==> src/rtl/demux_1_to_2_stream_pkg.sv <==
// Shared datapath definitions for the 1-to-2 stream demultiplexer.
package demux_1_to_2_stream_pkg;

  // Datapath word width shared with the rest of the pipeline.
  localparam int WORD_WIDTH = 16;

  // Select encodings: which consumer stream receives the word.
  localparam logic SEL_OUT0 = 1'b0;
  localparam logic SEL_OUT1 = 1'b1;

  // Default per-output buffering.
  localparam int FIFO_DEPTH = 2;

endpackage : demux_1_to_2_stream_pkg

==> src/rtl/demux_1_to_2_stream_fifo.sv <==
// Small synchronous FIFO used as the per-output buffer of the demux.
// Head word is presented from storage (no same-cycle bypass); head reads 0 while empty.
module demux_1_to_2_stream_fifo #(
  parameter int WIDTH = 16,
  parameter int DEPTH = 2
) (
  input  logic                       clk,
  input  logic                       rst_n,
  input  logic                       i_push,
  input  logic [WIDTH-1:0]           i_push_data,
  output logic                       o_full,
  input  logic                       i_pop,
  output logic                       o_empty,
  output logic [WIDTH-1:0]           o_head,
  output logic [$clog2(DEPTH):0]     o_count
);

  localparam int AW = $clog2(DEPTH);
  localparam int CW = AW + 1;

  logic [WIDTH-1:0] r_mem [DEPTH];
  logic [AW-1:0]    r_wr_ptr;
  logic [AW-1:0]    r_rd_ptr;
  logic [CW-1:0]    r_count;

  logic             w_full;
  logic             w_empty;
  logic             w_push_en;
  logic             w_pop_en;

  assign w_full    = (r_count == CW'(DEPTH));
  assign w_empty   = (r_count == {CW{1'b0}});
  // A push into a full buffer or a pop from an empty one is ignored.
  assign w_push_en = i_push && !w_full;
  assign w_pop_en  = i_pop && !w_empty;

  // Storage, pointers and occupancy; pointers wrap naturally since DEPTH is a power of two.
  always_ff @(posedge clk) begin
    if (!rst_n) begin
      for (int i = 0; i < DEPTH; i++) begin
        r_mem[i] <= {WIDTH{1'b0}};
      end
      r_wr_ptr <= {AW{1'b0}};
      r_rd_ptr <= {AW{1'b0}};
      r_count  <= {CW{1'b0}};
    end else begin
      if (w_push_en) begin
        r_mem[r_wr_ptr] <= i_push_data;
        r_wr_ptr        <= r_wr_ptr + AW'(1);
      end
      if (w_pop_en) begin
        r_rd_ptr <= r_rd_ptr + AW'(1);
      end
      case ({w_push_en, w_pop_en})
        2'b10:   r_count <= r_count + CW'(1);
        2'b01:   r_count <= r_count - CW'(1);
        default: r_count <= r_count;
      endcase
    end
  end

  // Head word, forced to zero while nothing is buffered.
  always_comb begin
    o_head = {WIDTH{1'b0}};
    if (w_empty) begin
      o_head = {WIDTH{1'b0}};
    end else begin
      o_head = r_mem[r_rd_ptr];
    end
  end

  assign o_full  = w_full;
  assign o_empty = w_empty;
  assign o_count = r_count;

endmodule : demux_1_to_2_stream_fifo

==> src/rtl/demux_1_to_2_stream.sv <==
// 1-to-2 stream demultiplexer: one producer stream steered per word by in_select
// into one of two independently buffered consumer streams.
module demux_1_to_2_stream
  import demux_1_to_2_stream_pkg::*;
#(
  parameter int WIDTH = WORD_WIDTH,
  parameter int DEPTH = FIFO_DEPTH
) (
  input  logic                   clk,
  input  logic                   rst_n,
  input  logic                   in_valid,
  output logic                   in_ready,
  input  logic [WIDTH-1:0]       in_data,
  input  logic                   in_select,
  output logic                   out0_valid,
  input  logic                   out0_ready,
  output logic [WIDTH-1:0]       out0_data,
  output logic                   out1_valid,
  input  logic                   out1_ready,
  output logic [WIDTH-1:0]       out1_data,
  output logic [$clog2(DEPTH):0] out0_count,
  output logic [$clog2(DEPTH):0] out1_count
);

  logic w_full0;
  logic w_full1;
  logic w_empty0;
  logic w_empty1;
  logic w_accept;
  logic w_push0;
  logic w_push1;

  // Ready depends only on the selected buffer's registered fullness, never on a
  // same-cycle pop, so a word aimed at a full buffer waits one cycle.
  always_comb begin
    in_ready = 1'b0;
    if (in_select == SEL_OUT1) begin
      in_ready = !w_full1;
    end else begin
      in_ready = !w_full0;
    end
  end

  assign w_accept = in_valid && in_ready;
  assign w_push0  = w_accept && (in_select == SEL_OUT0);
  assign w_push1  = w_accept && (in_select == SEL_OUT1);

  demux_1_to_2_stream_fifo #(
    .WIDTH (WIDTH),
    .DEPTH (DEPTH)
  ) u_fifo0 (
    .clk         (clk),
    .rst_n       (rst_n),
    .i_push      (w_push0),
    .i_push_data (in_data),
    .o_full      (w_full0),
    .i_pop       (out0_ready),
    .o_empty     (w_empty0),
    .o_head      (out0_data),
    .o_count     (out0_count)
  );

  demux_1_to_2_stream_fifo #(
    .WIDTH (WIDTH),
    .DEPTH (DEPTH)
  ) u_fifo1 (
    .clk         (clk),
    .rst_n       (rst_n),
    .i_push      (w_push1),
    .i_push_data (in_data),
    .o_full      (w_full1),
    .i_pop       (out1_ready),
    .o_empty     (w_empty1),
    .o_head      (out1_data),
    .o_count     (out1_count)
  );

  assign out0_valid = !w_empty0;
  assign out1_valid = !w_empty1;

endmodule : demux_1_to_2_stream

==> config.mk <==
export PLATFORM = sky130hd
export DESIGN_NAME = demux_1_to_2_stream
export DESIGN_NICKNAME = d
export VERILOG_FILES = /design/src/rtl/demux_1_to_2_stream_pkg.sv /design/src/rtl/demux_1_to_2_stream_fifo.sv /design/src/rtl/demux_1_to_2_stream.sv
export SDC_FILE = /design/constraint.sdc
export NUM_CORES = 1
export LEC_CHECK = 0
export ABC_AREA = 1
export ABC_CLOCK_PERIOD_IN_PS = 5600
export CAP_MARGIN = 20
export CORE_MARGIN = 2
export CORE_UTILIZATION = 50
export CTS_CLUSTER_SIZE = 16
export DETAILED_ROUTE_END_ITERATION = 6
export GPL_TIMING_DRIVEN = 1
export MAX_ROUTING_LAYER = met4
export PLACE_DENSITY = 0.76
export SYNTH_ARGS = -nofsm -noshare
export SYNTH_HDL_FRONTEND = slang
export SYNTH_HIERARCHICAL = 1
export SYNTH_SLANG_ARGS = --single-unit
export TNS_END_PERCENT = 1
==> constraint.sdc <==
create_clock -name clk -period 5.6 [get_ports clk]
set_input_delay 1.12 -clock clk [delete_from_list [all_inputs] [get_ports clk]]
set_output_delay 1.12 -clock clk [all_outputs]
set_load 0.03 [all_outputs]
# After elaboration in Yosys (flattened, before gate mapping)

Memories as Yosys holds them, arrays and structs flattened. A register that Yosys moved wholly into a read port is not among the register bits.
Index checks and enable logic that the tools add are counted.

Bits in writable memories: 64
Register bits after elaboration: 8
Memories kept: 2
Input bits: 22
Output and inout port bits: 39

Memories:

| name          | depth | width | rd ports | clocked after Yosys merged registers in | wr ports | line                           | RTL |
|---|---|---|---|---|---|---|---|
| u_fifo0.r_mem | 2     | 16    | 1        | 1                                       | 2        | demux_1_to_2_stream_fifo.sv:21 | `logic [WIDTH-1:0] r_mem [DEPTH];` |
| u_fifo1.r_mem | 2     | 16    | 1        | 1                                       | 2        | demux_1_to_2_stream_fifo.sv:21 |  |

$add $sub $neg: 8
Reduce and logical (&&, ||, !) cells: 17
Bitwise gates (word level): 1
Equal/unequal tests: 6
Mux-type cells: 22

Operators by type and width:

| kind                                              | number |
|---|---|
| two-way mux 16 bit                                | 4 |
| OR reduction 16 bit                               | 2 |
| two-way mux 1 bit                                 | 16 |
| == test 2 bit (second input constant)             | 4 |
| one-hot mux 2 bit (2 select lines)                | 2 |
| logical AND 1 bit                                 | 7 |
| adder 1 bit (second input constant)               | 4 |
| adder 2 x 1 -> 2 bit (second input constant)      | 2 |
| == test 2 x 1 -> 1 bit (second input constant)    | 2 |
| logical NOT 1 bit                                 | 4 |
| logical NOT 2 bit                                 | 2 |
| nonzero test 2 bit                                | 2 |
| subtractor 2 x 1 -> 2 bit (second input constant) | 2 |
| inverter 1 bit                                    | 1 |

# Logic depth before layout (Yosys ltp)

Gate-level depths: netlist (run 1).

Word-level depth: 11
Mapped depth: 14

# Cells and area by module

Netlist (run 1), hierarchy kept.

Modules (own cells, without submodules):

| module                   | sequential area each (um2) | area an instance (um2) | times used | cells an instance |
|---|---|---|---|---|
| demux_1_to_2_stream_fifo | 1061.0                     | 1737.9                 | 2          | 176 |
| demux_1_to_2_stream      | 0.0                        | 46.3                   | 1          | 11 |

# Least setup slack after synthesis (run 1)

No wires, ideal clock.

Kind: input to output
Start: input port in_select
End: output port in_ready
Arrival time: 1.435 ns
Stages on the path: 3
Setup slack: 3.045 ns
Data required time: 4.480 ns
Path buffers: 0
Path through: inv_1 -> nand2_2 -> nand2_1

Longest elaborated chain between the ends: 1

Ends and longest elaborated chain:

| what              | line                      | RTL |
|---|---|---|
| start, declared   | demux_1_to_2_stream.sv:14 | `input logic in_select,` |
| two-way mux 1 bit | demux_1_to_2_stream.sv:37 | `if (in_select == SEL_OUT1) begin` |
| end, declared     | demux_1_to_2_stream.sv:12 | `output logic in_ready,` |

Every way passes these cells.

# Worst setup path after layout (run 1)

Ends and elaborated chain as after synthesis.

==> run_results.csv, run 1 <==
group,metric,value,unit
status,outcome,"completed",
place,gp_congestion,0.898,
critical_path,critPathSlowestCell,"clkdlybuf4s50_1",
final_layout,final_cells,520,
synthesis,synth_seq_cells,74,
sta,timing.hold.ws,0.507,ns
critical_path,cp_data_arrival_time,2.39,ns
power_and_ir_drop,pwr-share-seq,0.458,
sta,tns,0,ns
sta,slew_violations,0,
drt,num_vias,2490,
sta,grt_setup_unrepaired,"false",
synthesis,synth_xor_area_frac,0,
clocking,clockBufferDepth,2,
synthesis,ys_seq_area_frac,0.602,
final_layout,regArea,2120,µm²
global_route,track_usage,0.195,
synthesis,synth_compound_area_frac,0.0540,
drt,drcViolationCount,0,
global_route,grt_pass1_vias,2362,
final_layout,n_fill_cell,556,
final_layout,final_nets,444,
sta,report.final.setup_viol,0,
sta,min_period_over_period,0.627,
power_and_ir_drop,p_leak,0.00171,µW
critical_path,max_stage_delay,0.66,ns
global_route,antenna_found_initial,0,
clocking,cts_max_level,3,
critical_path,cp-start-kind,"primary input",
critical_path,cp_max_fo,2,
final_layout,final_area,4320,µm²
drt,first_pass_iters,4,
clocking,post_cts_resized,0,
clocking,clk_pin_slew,0.07,ns
synthesis,synth_cells,363,
synthesis,synth_top_family_by_area,"simple AND/OR/NAND/NOR gates",
global_route,grt_max_degree,19,
flow_run,drv_cap,0,
critical_path,r2r-start,"u_fifo1/o_count[0]",
critical_path,end_kind,"primary output",
synthesis,synth_area_per_cell,9.70,µm²
floorplanning,die_area,7730,µm²
global_route,grt_pass1_wl,10800,µm
sta,relSlewSlack,0.463,
hold_path,hold_path_end,"u_fifo0/r_rd_ptr",
hold_path,min_from,"u_fifo0/r_rd_ptr",
sta,fmax,0.285,GHz
clocking,cts_made_buffers,9,
power_and_ir_drop,sw_frac_of_total,0.331,
sta,fin_skew,0.00527,ns
floorplanning,rows,30,
hold_path,min_path_cells,2,
power_and_ir_drop,p_per_area,345,nW/µm²
sta,worstMarginPinSlew,0.805,ns
drt,wl_per_cell,13.0,µm
final_layout,multi_input_area,1090,µm²
critical_path,criticalPathCategory,"primary input to primary output",
power_and_ir_drop,power,1490,µW
synthesis,synth_cell_types,17,
clocking,clk_latency,0.33,ns
critical_path,cpLargestDelayFamily,"buffers and inverters",
clocking,cts_tree,"done",
sta,layout_min_cycle_time,3.51,ns
final_layout,final_common_cell,"nand2_1",
floorplanning,core_area,6790,µm²
critical_path,r2r-end,"u_fifo1/r_mem[0][11]",
clocking,cts_setup_buffers,0,
synthesis,synthesis.nets,387,
synthesis,synth-simple-area-share,0.250,
place,dp_hpwl,4590,µm
floorplanning,die_x,87.9,µm
power_and_ir_drop,intPower,999,µW
drt,drtIter0Drc,130,
place,postPlaceCellArea,4150,µm²
clocking,cts.hold.buffers_added,0,
critical_path,path_cells,"clkdlybuf4s50_1 > nand2_1 > nand2_1 > clkdlybuf4s50_1",
final_layout,final_cell_mix,"84 x nand2_1, 64 x edfxtp_1, 60 x clkdlybuf4s50_1, 55 x inv_1, 45 x nor2_1",
drt,ant_nets,0,
floorplanning,start_util,0.518,
synthesis,yosys_warnings,6,
power_and_ir_drop,netSwitchingPower,493,µW
sta,hold_violations,0,
final_layout,area_growth,22.7,%
drt,routed_via_density,4.79,
critical_path,worstPathRequired,4.48,ns
drt,totalWireLength,6770,µm
power_and_ir_drop,clkPwrFrac,0.254,
synthesis,synthAdderAreaFrac,0.00710,
final_layout,n_antenna_cell,0,
critical_path,rr_worst_depth,8,
clocking,clkSinkCount,74,
floorplanning,pin_count,61,
clocking,clockRootBuffer,"clkbuf_8",
power_and_ir_drop,vdd_ir_drop_max,0.238,mV
critical_path,worstPathBufferInverterCount,2,
global_route,overflow,0,
critical_path,r2r_slack,3.33,ns
place,numPortBuffers,60,
final_layout,drive_gt1_frac,0.142,
floorplanning,die_h,87.9,µm
synthesis,muxShareOfSynthArea,0,
place,place_inst,505,
hold_path,min_path_type,"register to register",
synthesis,syn_area,3520,µm²
power_and_ir_drop,combPwrFrac,0.288,
-- worst max path at each step --
stage,from,slack [ns],cells after the start,end
global route,register,1.92,4,out0_data[1]
floorplan,in_select,3.05,3,in_ready
global placement,in_select,2.10,4,in_ready
CTS,in_select,2.08,4,in_ready
detailed placement,rst_n,2.08,3,u_fifo1/r_mem[0][9]
finish,in_select,2.09,4,in_ready
-- cells in the mapped netlist --
| cell type | n | area share |
|---|---|---|
| nor2_8 | 2 | 0.011 |
| o21ai_0 | 4 | 0.0057 |
| inv_1 | 55 | 0.059 |
| clkinv_1 | 1 | 0.0011 |
| nand4_1 | 2 | 0.0036 |
| nand2_1 | 84 | 0.090 |
| nor2_4 | 2 | 0.0064 |
| buf_2 | 10 | 0.014 |
| dfxtp_1 | 10 | 0.057 |
| nor2_1 | 45 | 0.048 |
| nor2_2 | 39 | 0.069 |
| ha_1 | 2 | 0.0071 |
| nand2_2 | 1 | 0.0018 |
| edfxtp_1 | 64 | 0.55 |
| a21oi_1 | 34 | 0.048 |
| nand3_4 | 4 | 0.020 |
| buf_6 | 4 | 0.013 |
-- final cells by class --
class                           count  area share
Sequential cell                    74       0.491
Timing Repair Buffer               60       0.139
Multi-Input combinational cell    219       0.253
Clock inverter                      4      0.0101
Clock buffer                       11      0.0304
Tap cell                           96      0.0278
Inverter                           56      0.0486
-- routing by layer --
layer	wire, µm	up-vias	global-route usage
met1	2930	1139	0.241
met5	0	-	-
met4	141	0	0.0881
met2	3360	78	0.307
li1	-	1258	-
met3	338	15	0.0452
-- registers in the layout, summed over array words and instances (netlist names), named ones only --
name	cells
u_fifo0/o_count	2
u_fifo0/r_mem	32
u_fifo0/r_rd_ptr	1
u_fifo0/r_wr_ptr	1
u_fifo1/o_count	2
u_fifo1/r_mem	32
u_fifo1/r_rd_ptr	1
u_fifo1/r_wr_ptr	1
-- cell families after synthesis --
family          after synthesis
simple gates                179
buf+inv                      70
flops                        74
compound gates               38
fa+ha+maj                     2
-- through the flow --
step	worst slack, ns	util
2_1_floorplan	3.05	-
3_3_place_gp	2.10	0.610
3_5_place_dp	2.08	0.610
4_1_cts	2.08	0.636
5_1_grt	1.92	0.636
6_report	2.09	0.636
-- worst reg2reg max path: stages, from the launching register on --
cell	delay, ns
dfxtp_1	0.46
nor2_4	0.09
inv_1	0.06
nand2_1	0.06
nor2_1	0.08
inv_1	0.09
nor2_8	0.16
nand3_4	0.23
nand2_1	0.65
-- power by group through the flow --
stage	combinational [µW]	clock [µW]	sequential (µW)
2_1_floorplan	279	0	691
3_3_place_gp	423	0	694
4_1_cts	434	390	683
3_5_place_dp	432	0	695
5_1_grt	466	414	689
6_report	430	380	683
No activity file was read; power rests on OpenSTA's default activity.
==> run 2, diff against run 1 <==
--- a/config.mk
+++ b/config.mk
@@ -6,7 +6,7 @@
 export NUM_CORES = 1
 export LEC_CHECK = 0
 export ABC_AREA = 1
-export ABC_CLOCK_PERIOD_IN_PS = 5600
+export ABC_CLOCK_PERIOD_IN_PS = 3350
 export CAP_MARGIN = 20
 export CORE_MARGIN = 2
 export CORE_UTILIZATION = 50
==> constraint.sdc (replaced) <==
create_clock -name clk -period 3.35 [get_ports clk]
set_input_delay 0.67 -clock clk [delete_from_list [all_inputs] [get_ports clk]]
set_output_delay 0.67 -clock clk [all_outputs]
set_load 0.03 [all_outputs]
==> run 2 against run 1 <==
Sequential power rose by 64%. Register-to-register slack got worse by 2.0 ns. Global-route usage rose by 1.1 points. Non-clock buffer count rose by 8. Combinational power rose by 77%. Die area did not move. Total power rose by 70%. Sequential cell count did not move.
==> run_results.csv, run 2 (synthesized netlist as in run 1, its figures left out) <==
group,metric,value,unit
sta,fmax,0.338,GHz
critical_path,r2r_slack,1.36,ns
drt,num_vias,2564,
drt,routed_via_density,4.85,
sta,timing.hold.ws,0.509,ns
status,outcome,"completed",
critical_path,end_kind,"primary output",
drt,drcViolationCount,0,
final_layout,drive_gt1_frac,0.159,
drt,drtIter0Drc,194,
global_route,grt_pass1_wl,11400,µm
critical_path,crit_path_end,"out0_data[7]",
critical_path,worstPathBufferInverterCount,3,
global_route,overflow,0,
global_route,grt_max_degree,19,
clocking,clockRootBuffer,"clkbuf_8",
final_layout,final_cell_mix,"84 x nand2_1, 64 x edfxtp_1, 60 x clkdlybuf4s50_1, 55 x inv_1, 45 x nor2_1",
floorplanning,start_util,0.518,
drt,first_pass_iters,4,
hold_path,min_from,"u_fifo1/r_rd_ptr",
clocking,cts_made_buffers,9,
critical_path,path_cells,"buf_4 > inv_1 > nand2_1 > a21oi_1 > clkdlybuf4s50_1",
sta,tns,0,ns
sta,fin_skew,0.00646,ns
critical_path,r2r-start,"u_fifo1/o_count[0]",
critical_path,rr_worst_depth,9,
final_layout,top_regs,"u_fifo0/r_mem x32, u_fifo1/r_mem x32",
hold_path,min_path_type,"register to register",
clocking,clkSinkCount,74,
hold_path,min_path_cells,2,
drt,ant_nets,0,
drt,totalWireLength,7270,µm
clocking,clockBufferDepth,2,
global_route,grt_pass1_vias,2460,
critical_path,worstPathRequired,2.68,ns
clocking,cts.hold.buffers_added,0,
sta,grt_setup_unrepaired,"false",
place,numPortBuffers,60,
clocking,clk_pin_slew,0.07,ns
clocking,post_cts_resized,0,
clocking,clk_latency,0.34,ns
sta,slew_violations,0,
final_layout,n_antenna_cell,0,
power_and_ir_drop,vdd_ir_drop_max,0.322,mV
drt,wl_per_cell,13.7,µm
power_and_ir_drop,p_per_area,578,nW/µm²
critical_path,cp_max_fo,17,
sta,worstMarginPinSlew,0.794,ns
global_route,antenna_found_initial,0,
sta,hold_violations,0,
final_layout,final_nets,452,
floorplanning,rows,30,
sta,layout_min_cycle_time,2.96,ns
floorplanning,die_area,7730,µm²
critical_path,r2r-end,"u_fifo1/r_mem[0][15]",
final_layout,area_growth,24.7,%
place,gp_congestion,0.746,
critical_path,cp.depth,5,
flow_run,drv_cap,0,
floorplanning,core_area,6790,µm²
final_layout,final_area,4390,µm²
global_route,track_usage,0.206,
critical_path,critPathSlowestCell,"clkdlybuf4s50_1",
critical_path,criticalPathCategory,"register to primary output",
power_and_ir_drop,p_leak,0.00176,µW
sta,min_period_over_period,0.884,
clocking,cts_tree,"done",
power_and_ir_drop,power,2540,µW
final_layout,final_common_cell,"nand2_1",
critical_path,cp-start-kind,"register",
sta,report.final.setup_viol,0,
place,dp_hpwl,4770,µm
critical_path,cpLargestDelayFamily,"buffers and inverters",
floorplanning,pin_count,61,
place,postPlaceCellArea,4210,µm²
clocking,cts_max_level,3,
critical_path,max_stage_delay,0.70,ns
floorplanning,die_x,87.9,µm
critical_path,cp_data_arrival_time,2.29,ns
floorplanning,die_h,87.9,µm
sta,relSlewSlack,0.470,
clocking,cts_setup_buffers,0,
## run 2: changes by cell type in the layout (fill, tap and decap cells not counted)
cell	previous run	this run
buf_4	0	8
clkbuf_1	2	1
clkinv_1	2	3
inv_6	0	1
## run 2: layer usage
layer  global-route usage  wire (µm)
met1                0.243       3050
met5                    -          0
met4               0.0825        106
met3               0.0462        433
met2                0.343       3680
## run 2: worst min-delay path by stage
stage	end
6_report	u_fifo1/r_rd_ptr
5_1_grt	u_fifo1/r_wr_ptr
4_1_cts	u_fifo1/r_rd_ptr
3_5_place_dp	u_fifo1/r_rd_ptr
3_3_place_gp	u_fifo1/r_rd_ptr
2_1_floorplan	register
## run 2: cell type report
class	instances	area, µm²
multi-input combinational	219	1090
clock inverter	6	56.3
timing repair buffer	68	661
tap	96	120
fill	579	2400
sequential	74	2120
inverter	56	210
clock buffer	10	128
## run 2: through the flow
stage | setup slack, ns | std cells | utilization
after floorplan | 1.19 | 363 | -
after global placement | 0.749 | 513 | 0.619
after detailed placement | 0.724 | 513 | 0.619
after CTS | 0.367 | 529 | 0.646
after global routing | 0.296 | 529 | 0.646
final | 0.390 | 529 | 0.646
## run 2: power by group
part	switching [µW]	internal (µW)	total, µW
clock	317	339	656
sequential	40.8	1080	1120
combinational	495	265	759
## run 2: worst register-to-register path: cells and delay by family (launching register included)
family / cells / cell delay, ns
DFF: 1 / 0.47
buffers and inverters: 3 / 0.42
and+or+nand+nor: 6 / 0.77
